$ cat src/rtl/datapath_unit.sv
// rtl/datapath_unit.sv - register file, data RAM and ALU executing controller micro-ops
module datapath_unit #(
  parameter int DATA_W     = 16,
  parameter int RF_DEPTH   = 16,
  parameter int DMEM_DEPTH = 256,
  localparam int RF_AW     = $clog2(RF_DEPTH),
  localparam int DM_AW     = $clog2(DMEM_DEPTH)
) (
  input  logic              Clk,
  input  logic              Reset,
  input  logic [DM_AW-1:0]  D_Addr,
  input  logic              D_Wr,
  input  logic              RF_s,
  input  logic [RF_AW-1:0]  RF_W_Addr,
  input  logic              RF_W_en,
  input  logic [RF_AW-1:0]  RF_Ra_Addr,
  input  logic [RF_AW-1:0]  RF_Rb_Addr,
  input  logic [2:0]        ALU_s0,
  output logic [DATA_W-1:0] Ra_Data,
  output logic [DATA_W-1:0] Rb_Data,
  output logic [DATA_W-1:0] D_Rdata,
  output logic [DATA_W-1:0] ALU_Out,
  output logic              ALU_Zero
);

  typedef enum logic [2:0] {
    OP_ADD  = 3'b000,
    OP_SUB  = 3'b001,
    OP_AND  = 3'b010,
    OP_OR   = 3'b011,
    OP_XOR  = 3'b100,
    OP_NOT  = 3'b101,
    OP_PASS = 3'b110,
    OP_INC  = 3'b111
  } alu_op_e;

  logic [DATA_W-1:0] rf_q [RF_DEPTH];
  logic [DATA_W-1:0] rf_d [RF_DEPTH];
  logic [DATA_W-1:0] mem_q [DMEM_DEPTH];
  logic [DATA_W-1:0] d_rdata_q;
  logic [DATA_W-1:0] d_rdata_d;
  logic [DATA_W-1:0] rf_wdata;
  logic [DATA_W-1:0] alu_y;

  // Asynchronous register reads; no bypass, so a same-cycle write is seen after the edge
  assign Ra_Data  = rf_q[RF_Ra_Addr];
  assign Rb_Data  = rf_q[RF_Rb_Addr];
  assign D_Rdata  = d_rdata_q;
  assign ALU_Out  = alu_y;
  assign ALU_Zero = (alu_y == '0);

  // ALU: all arithmetic wraps modulo 2^DATA_W, carry discarded
  always_comb begin
    alu_y = '0;
    case (alu_op_e'(ALU_s0))
      OP_ADD:  alu_y = Ra_Data + Rb_Data;
      OP_SUB:  alu_y = Ra_Data - Rb_Data;
      OP_AND:  alu_y = Ra_Data & Rb_Data;
      OP_OR:   alu_y = Ra_Data | Rb_Data;
      OP_XOR:  alu_y = Ra_Data ^ Rb_Data;
      OP_NOT:  alu_y = ~Ra_Data;
      OP_PASS: alu_y = Ra_Data;
      OP_INC:  alu_y = Ra_Data + {{(DATA_W-1){1'b0}}, 1'b1};
      default: alu_y = '0;
    endcase
  end

  // Next register-file contents; LOAD takes the RAM word registered on the previous edge
  always_comb begin
    rf_wdata = RF_s ? d_rdata_q : alu_y;
    rf_d     = rf_q;
    if (RF_W_en) begin
      rf_d[RF_W_Addr] = rf_wdata;
    end
  end

  // RAM read port: old contents are returned when reading the address being written
  always_comb begin
    d_rdata_d = mem_q[D_Addr];
  end

  // Register file and read-data register, both cleared by reset
  always_ff @(posedge Clk) begin
    if (Reset) begin
      for (int i = 0; i < RF_DEPTH; i++) begin
        rf_q[i] <= '0;
      end
      d_rdata_q <= '0;
    end else begin
      rf_q      <= rf_d;
      d_rdata_q <= d_rdata_d;
    end
  end

  // RAM array: never cleared, store data always comes from read port A
  always_ff @(posedge Clk) begin
    if (!Reset && D_Wr) begin
      mem_q[D_Addr] <= Ra_Data;
    end
  end

endmodule

$ cat config.mk
export PLATFORM = sky130hd
export DESIGN_NAME = datapath_unit
export DESIGN_NICKNAME = d
export VERILOG_FILES = /design/src/rtl/datapath_unit.sv
export SDC_FILE = /design/constraint.sdc
export NUM_CORES = 2
export LEC_CHECK = 0
export BUFFER_PORTS_ARGS = -buffer_cell sky130_fd_sc_hd__buf_2
export CAP_MARGIN = 0
export CELL_PAD_IN_SITES_DETAIL_PLACEMENT = 0
export CELL_PAD_IN_SITES_GLOBAL_PLACEMENT = 1
export CORE_UTILIZATION = 25
export CTS_CLUSTER_DIAMETER = 40
export DETAILED_ROUTE_END_ITERATION = 10
export HOLD_SLACK_MARGIN = 0.15
export PLACE_DENSITY = 0.52
export SETUP_SLACK_MARGIN = 0.3
export SLEW_MARGIN = 20
export SYNTH_ARGS = -nofsm -noshare
export SYNTH_HDL_FRONTEND = slang
export SYNTH_SLANG_ARGS = --single-unit
$ cat constraint.sdc
create_clock -name Clk -period 29.6 [get_ports Clk]
set_clock_uncertainty 0.2 [all_clocks]
set_input_delay 8.88 -clock Clk [delete_from_list [all_inputs] [get_ports Clk]]
set_output_delay 8.88 -clock Clk [all_outputs]
set_load 0.02 [all_outputs]
Yosys cells after proc, flatten, opt, wreduce, memory -nomap -nowiden
Memories as Yosys holds them, arrays and structs flattened. A register that Yosys moved wholly into a read port is not among the register bits.
Cells that the tools add are included.
{"block": "word_totals", "reg_bits": 256, "latchBits": 0, "ram_bits": 4096, "mem_bits_ro": 0, "inputBits": 28, "output_inout_bits": 65, "wordCells": 56, "mem_count": 1}
{"block": "classes", "n_addsub": 3, "n_mul": 0, "n_div": 0, "order_cmp": 4, "n_eq_ne": 7, "shifts": 0, "n_mux": 13, "n_bitwise": 7, "reduce_logical": 5}
{"name": "mem_q", "words": 256, "word_bits": 16, "rd": 1, "rd_clocked_by_memory_dff": 1, "wr": 1, "line_no": "39", "text": "logic [DATA_W-1:0] mem_q [DMEM_DEPTH];"}
{"cell": "$bwmux 256", "count": 1}
{"cell": "$bmux 16 s4", "count": 2}
{"cell": "$pmux 16 s8", "count": 1}
{"cell": "$mux 16", "count": 6}
{"cell": "$demux 16 s4", "count": 1}
{"cell": "$add 16x1->16 const B", "count": 1}
{"cell": "$add 16x16->16", "count": 1}
{"cell": "$and 16x16->16", "count": 1}
{"cell": "$logic_not 16->1", "count": 1}
{"cell": "$not 16->16", "count": 1}
{"cell": "$or 16x16->16", "count": 1}
{"cell": "$sub 16x16->16", "count": 1}
{"cell": "$xor 16x16->16", "count": 1}
{"cell": "$ge 5x5->1 const B", "count": 3}
{"cell": "$not 4->5", "count": 3}
{"cell": "$eq 3x3->1 const B", "count": 4}
{"cell": "$eq 3x2->1 const B", "count": 2}
{"cell": "$lt 5x1->1 const B", "count": 1}
{"cell": "$eq 3x1->1 const B", "count": 1}
{"cell": "$logic_not 3->1", "count": 1}
{"cell": "$logic_and 1x1->1", "count": 2}
{"cell": "$mux 1", "count": 2}
{"cell": "$logic_not 1->1", "count": 1}

Depth between registers and ports, before layout
{"block": "depth", "depth_word": 8, "depth_mapped": 24, "ltp_nobuf": 19}

Least setup slack after synthesis
OpenSTA, ideal clock, no wires.
{"block": "synth_path", "path_type": "input-to-output", "start": "in RF_Ra_Addr[2]", "end": "out ALU_Zero", "arrival_ps": 19607, "required_ps": 20520, "setup_slack_ps": 913, "path_stages": 10, "n_path_buf": 2, "path_cell_list": "buf_2 buf_1 mux2i_1 inv_1 ha_1 nor2_1 a21oi_1 a221oi_1 nand3_1 and4bb_1"}
{"block": "synth_via", "elab_chain_len": 7, "word_cells_on_any_way": 13, "classes_between": "add/sub (3); mux (4); bitwise (5); reduce/logical (1)"}
{"item": "start: declaration", "line_no": "16", "text": "input logic [RF_AW-1:0] RF_Ra_Addr,"}
{"item": "$not 4->5 (not written as such) *", "line_no": "46", "text": "assign Ra_Data = rf_q[RF_Ra_Addr];"}
{"item": "$bmux 16 s4 *", "line_no": "46"}
{"item": "$mux 16 (not written as such) * (2 in series)", "line_no": "46"}
{"item": "via Ra_Data[15]", "line_no": "19", "text": "output logic [DATA_W-1:0] Ra_Data,"}
{"item": "$add 16x1->16, or another cell as far along", "line_no": "63", "text": "OP_INC: alu_y = Ra_Data + {{(DATA_W-1){1'b0}}, 1'b1};"}
{"item": "$pmux 16 s8 *", "line_no": "55", "text": "case (alu_op_e'(ALU_s0))"}
{"item": "via ALU_Out[15]", "line_no": "22", "text": "output logic [DATA_W-1:0] ALU_Out,"}
{"item": "$logic_not 16->1 *", "line_no": "50", "text": "assign ALU_Zero = (alu_y == '0);"}
{"item": "end: declaration", "line_no": "23", "text": "output logic ALU_Zero"}
The timed path passes the listed nets; every way through them passes the cells marked *. The select of a mux whose other input is x is not followed.

Final worst setup path
{"block": "layout_path", "start": "in RF_Rb_Addr[0]", "end": "out ALU_Zero"}
{"block": "layout_via", "elab_chain_len": 7, "word_cells_on_any_way": 11, "classes_between": "add/sub (2); mux (4); bitwise (4); reduce/logical (1)"}
{"item": "start: declaration", "line_no": "17", "text": "input logic [RF_AW-1:0] RF_Rb_Addr,"}
{"item": "$not 4->5 (not written as such) *", "line_no": "47", "text": "assign Rb_Data = rf_q[RF_Rb_Addr];"}
{"item": "$bmux 16 s4 *", "line_no": "47"}
{"item": "$mux 16 (not written as such) * (2 in series)", "line_no": "47"}
{"item": "$sub 16x16->16, or another cell as far along", "line_no": "57", "text": "OP_SUB: alu_y = Ra_Data - Rb_Data;"}
{"item": "$pmux 16 s8 *", "line_no": "55"}
{"item": "$logic_not 16->1 *", "line_no": "50"}
Mark *: on every way between the ends. The rest lies on a longest branch, timed or not. The select of a mux whose other input is x is not followed.

==> results.py <==
metrics = {
    "worst_setup_path": {
        "slowest_delay_ns": 0.77,
        "crit_type": "primary input to output port",
        "r2r_start": "rf_q[85]",
        "reg2reg_depth": 18,
        "cp-end-kind": "output port",
        "path_cells": "buf_4, buf_4, mux4_2, a22o_1, a221oi_2, nor3b_2, nand3_1, o41ai_2, xnor2_1, nor2_1, ha_1, nand3_1, nor3_1, a211oi_1, o21ai_0, xnor2_1, o21ai_0, nor4_1, and4bb_1, buf_2",
        "critPathArrivalTime_ns": 16.02,
        "rr_endpoint": "rf_q[79]",
        "path_delay_family": "compound AO/OA/AOI/OAI gates",
        "worst-path-stages": 20,
        "required_ns": 20.52,
        "crit_slowest_cell": "o41ai_2",
        "cp-start-kind": "primary input",
        "critPathBufInv": 3,
        "crit_fanout": 33,
        "rrSetupSlack_ns": 22.81,
    },
    "logic_synthesis": {
        "synth-seq-cells": 4368,
        "synth_top_cell_by_area": "edfxtp_1",
        "synth_edf_count": 4096,
        "synth_most_common_cell": "edfxtp_1",
        "synth_nets": 8121,
        "synth_cells": 8044,
        "synth-seq-area-share_pct": 74.6,
        "synth_top_area_share_pct": 71.4,
        "async_reset_ff_share_pct": 0,
        "synth.area.top_cells": "edfxtp_1 (71%), mux4_2 (19%), dfxtp_1 (3.2%), nor2_1 (1.1%), nand2_1 (0.89%)",
        "synth_ff_type": "edfxtp_1",
        "ys_types": 76,
        "ys_warn_count": 0,
        "postSynthAreaPerCell_um2": 21.4,
        "netlist_area_mm2": 0.172,
        "synth_top_cells_by_count": "edfxtp_1 (4096), mux4_2 (1456), nor2_1 (487), nand2_1 (407), clkbuf_1 (285)",
    },
    "cts": {
        "clkSinkCount": 4368,
        "hold_buffers": 0,
        "max-clock-path-buffers": 4,
        "cts_made_buffers": 580,
        "clkTransAtPathRegs_ns": 0.06,
        "cts_setup_buffers": 0,
        "clock_latency_ns": 1.09,
        "cts_tree": "done",
        "cts_resized": 0,
        "cts_htree_levels": 6,
        "cts_root_buf": "clkbuf_16",
    },
    "sta": {
        "setup_viol": 0,
        "layout_setup_ws_ns": 4.50,
        "grt_setup_unrepaired": "no",
        "max_freq_ghz": 0.0398,
        "fin_crit_sh_pct": 84.8,
        "tightest_slew_ns": 1.20,
        "finalCriticalPeriod_ns": 25.10,
        "slew_violations": 0,
        "maxSlewHeadroom_pct": 18.2,
        "timing_hold_violations_final": 0,
        "finalSetupTns_ns": 0,
    },
    "power_and_ir_drop": {
        "peakVddDrop_v": 0.0000640,
        "p_clk_share_pct": 49.3,
        "netSwitchingFraction_pct": 22.2,
        "switchingPower_uw": 3200,
        "seq_power_share_pct": 46.7,
        "p_comb_share_pct": 4.0,
        "power_uw": 14400,
        "intPower_uw": 11200,
        "power_density_mw_per_mm2": 69.6,
        "leakagePower_uw": 0.0690,
    },
    "worst_hold_path": {
        "min_path_type": "flop to flop",
        "hold_end": "rf_q[125]",
        "min_from": "rf_q[125]",
        "holdPathStages": 2,
    },
    "finish": {
        "nets": 8739,
        "num-fill-cells": 65900,
        "area_delta_synth_final_pct": 19.9,
        "final_layout_size_suffix_gt1_share_pct": 35.3,
        "stdcell_count": 18300,
        "utilization_pct": 30.1,
    },
    "flow_run": {
        "drv_cap": 0,
    },
    "global_routing": {
        "grt_overflow": 0,
        "grt_max_degree": 176,
        "antenna_found_initial": 49,
        "grt_pass1_vias": 90200,
        "track_usage_pct": 15.1,
        "grt_pass1_wl_um": 742000,
    },
    "routing": {
        "drc": 0,
        "vias": 87400,
        "drt_iter0_markers": 9562,
        "routedWlPerCell_um": 29.3,
        "antenna_left": 0,
        "dr.pass1.iters": 7,
        "via_per_inst": 4.76,
        "wl_um": 538000,
    },
    "floorplanning": {
        "coreArea_mm2": 0.686,
        "rows": 304,
        "start_util_pct": 25.1,
        "ios": 93,
        "dieHeight_um": 832,
        "die_area_mm2": 0.692,
        "die_width_um": 832,
    },
    "place": {
        "dp_hpwl_um": 323000,
        "port_buffers": 92,
        "pre_cts_ws_ns": 4.39,
        "place_inst": 17300,
        "globalplace.congestion": 0.807,
    },
    "outcome": {
        "status": "finished, final reports clean",
    },
}
[area by class of cell]
class                           instances  area [um^2]  area share [%]
Antenna cell                           20         50.0          0.0242
Clock buffer                          671        15100            7.31
Clock inverter                        397         4620            2.24
Inverter                               46          173          0.0836
Multi-Input combinational cell       3138        42500            20.6
Sequential cell                      4368       128000            62.2
Tap cell                             9180        11500            5.56
Timing Repair Buffer                  528         4080            1.97
[power groups by stage]
| stage | Combinational, uW | Clock (uW) | Sequential, uW |
|---|---|---|---|
| floorplan | 348 | 0 | 6830 |
| global placement | 577 | 0 | 6840 |
| detailed placement | 583 | 0 | 6840 |
| CTS | 584 | 7230 | 6710 |
| global route | 603 | 7480 | 6710 |
| finish | 573 | 7100 | 6710 |
[through the flow]
step | hold WS, ns | cell area, um^2
after floorplan | 0.239 | 172000
after detailed placement | 0.262 | 187000
final | 0.272 | 206000
after global routing | 0.291 | 206000
after global placement | 0.258 | 187000
after CTS | 0.270 | 206000
[per-layer routing]
| layer | vias up | global-route usage (%) | wire (um) |
|---|---|---|---|
| met5 | - | 0 | 54 |
| met4 | 8 | 3.85 | 13800 |
| met3 | 720 | 3.08 | 38100 |
| met2 | 3318 | 24.3 | 254000 |
| met1 | 48300 | 20.9 | 232000 |
| li1 | 35100 | - | - |
[worst reg2reg max path, cell delays in order, from the launching register on]
cell and delay, ns:
dfxtp_1 0.35, mux4_2 0.49, a22o_1 0.28, a221oi_2 0.56, nor3b_2 0.41, nand3_1 0.24, o41ai_2 0.77, xnor2_1 0.20
nor2_1 0.07, ha_1 0.37, nand3_1 0.19, nor2_1 0.11, o21ba_1 0.20, or4_1 0.47, a22oi_1 0.40, xnor2_1 0.14
or3_1 0.35, a311o_1 0.63, o21ai_0 0.29
[flip-flops by register name, summed over array words and instances (netlist names)]
name,count
mem_q,4096
rf_q,256
D_Rdata,16
[logic make-up (layout without fill, tap and decap cells)]
| kind of cell | Yosys count | in the layout | share of synthesized area, % |
|---|---|---|---|
| fa+ha+maj | 49 | 49 | 0.360 |
| xor+xnor | 21 | 21 | 0.107 |
| flops | 4368 | 4368 | 74.6 |
| buf+inv | 538 | 1642 | 1.30 |
| mux | 1492 | 1492 | 19.3 |
| compound gates | 436 | 436 | 1.59 |
| other cells | 0 | 20 | 0 |
| simple gates | 1140 | 1140 | 2.80 |
[placed cells by master (no fill, tap or decap), types with 14 or more instances in the layout]
cell type	n
dfxtp_1	272
buf_2	82
ha_1	48
a211oi_1	29
nand3_1	42
diode_2	20
clkinv_4	37
inv_1	45
a31oi_1	14
nand2_1	392
mux2_2	16
clkinv_1	66
clkinv_8	15
o21ai_0	50
nor3_1	64
mux4_2	1445
clkinv_16	14
nor2_4	30
a21oi_1	200
bufinv_16	64
xnor2_1	17
nor2_2	209
nor2b_1	32
mux2i_1	17
inv_6	54
clkinvlp_4	47
nor2_1	248
edfxtp_1	4096
clkbuf_1	76
buf_4	419
a22oi_1	43
buf_12	16
nand3b_1	33
clkbuf_16	588
clkinv_2	83
[worst max path at each step]
stage / start / end / slack [ns]
2_1_floorplan: RF_Ra_Addr[2] / ALU_Zero / 0.91
3_3_place_gp: RF_Rb_Addr[0] / ALU_Zero / 4.43
3_5_place_dp: RF_Rb_Addr[0] / ALU_Zero / 4.39
4_1_cts: RF_Rb_Addr[0] / ALU_Zero / 4.36
5_1_grt: RF_Rb_Addr[0] / ALU_Zero / 4.06
6_report: RF_Rb_Addr[0] / ALU_Zero / 4.50
(Power assumes the default switching activity.)
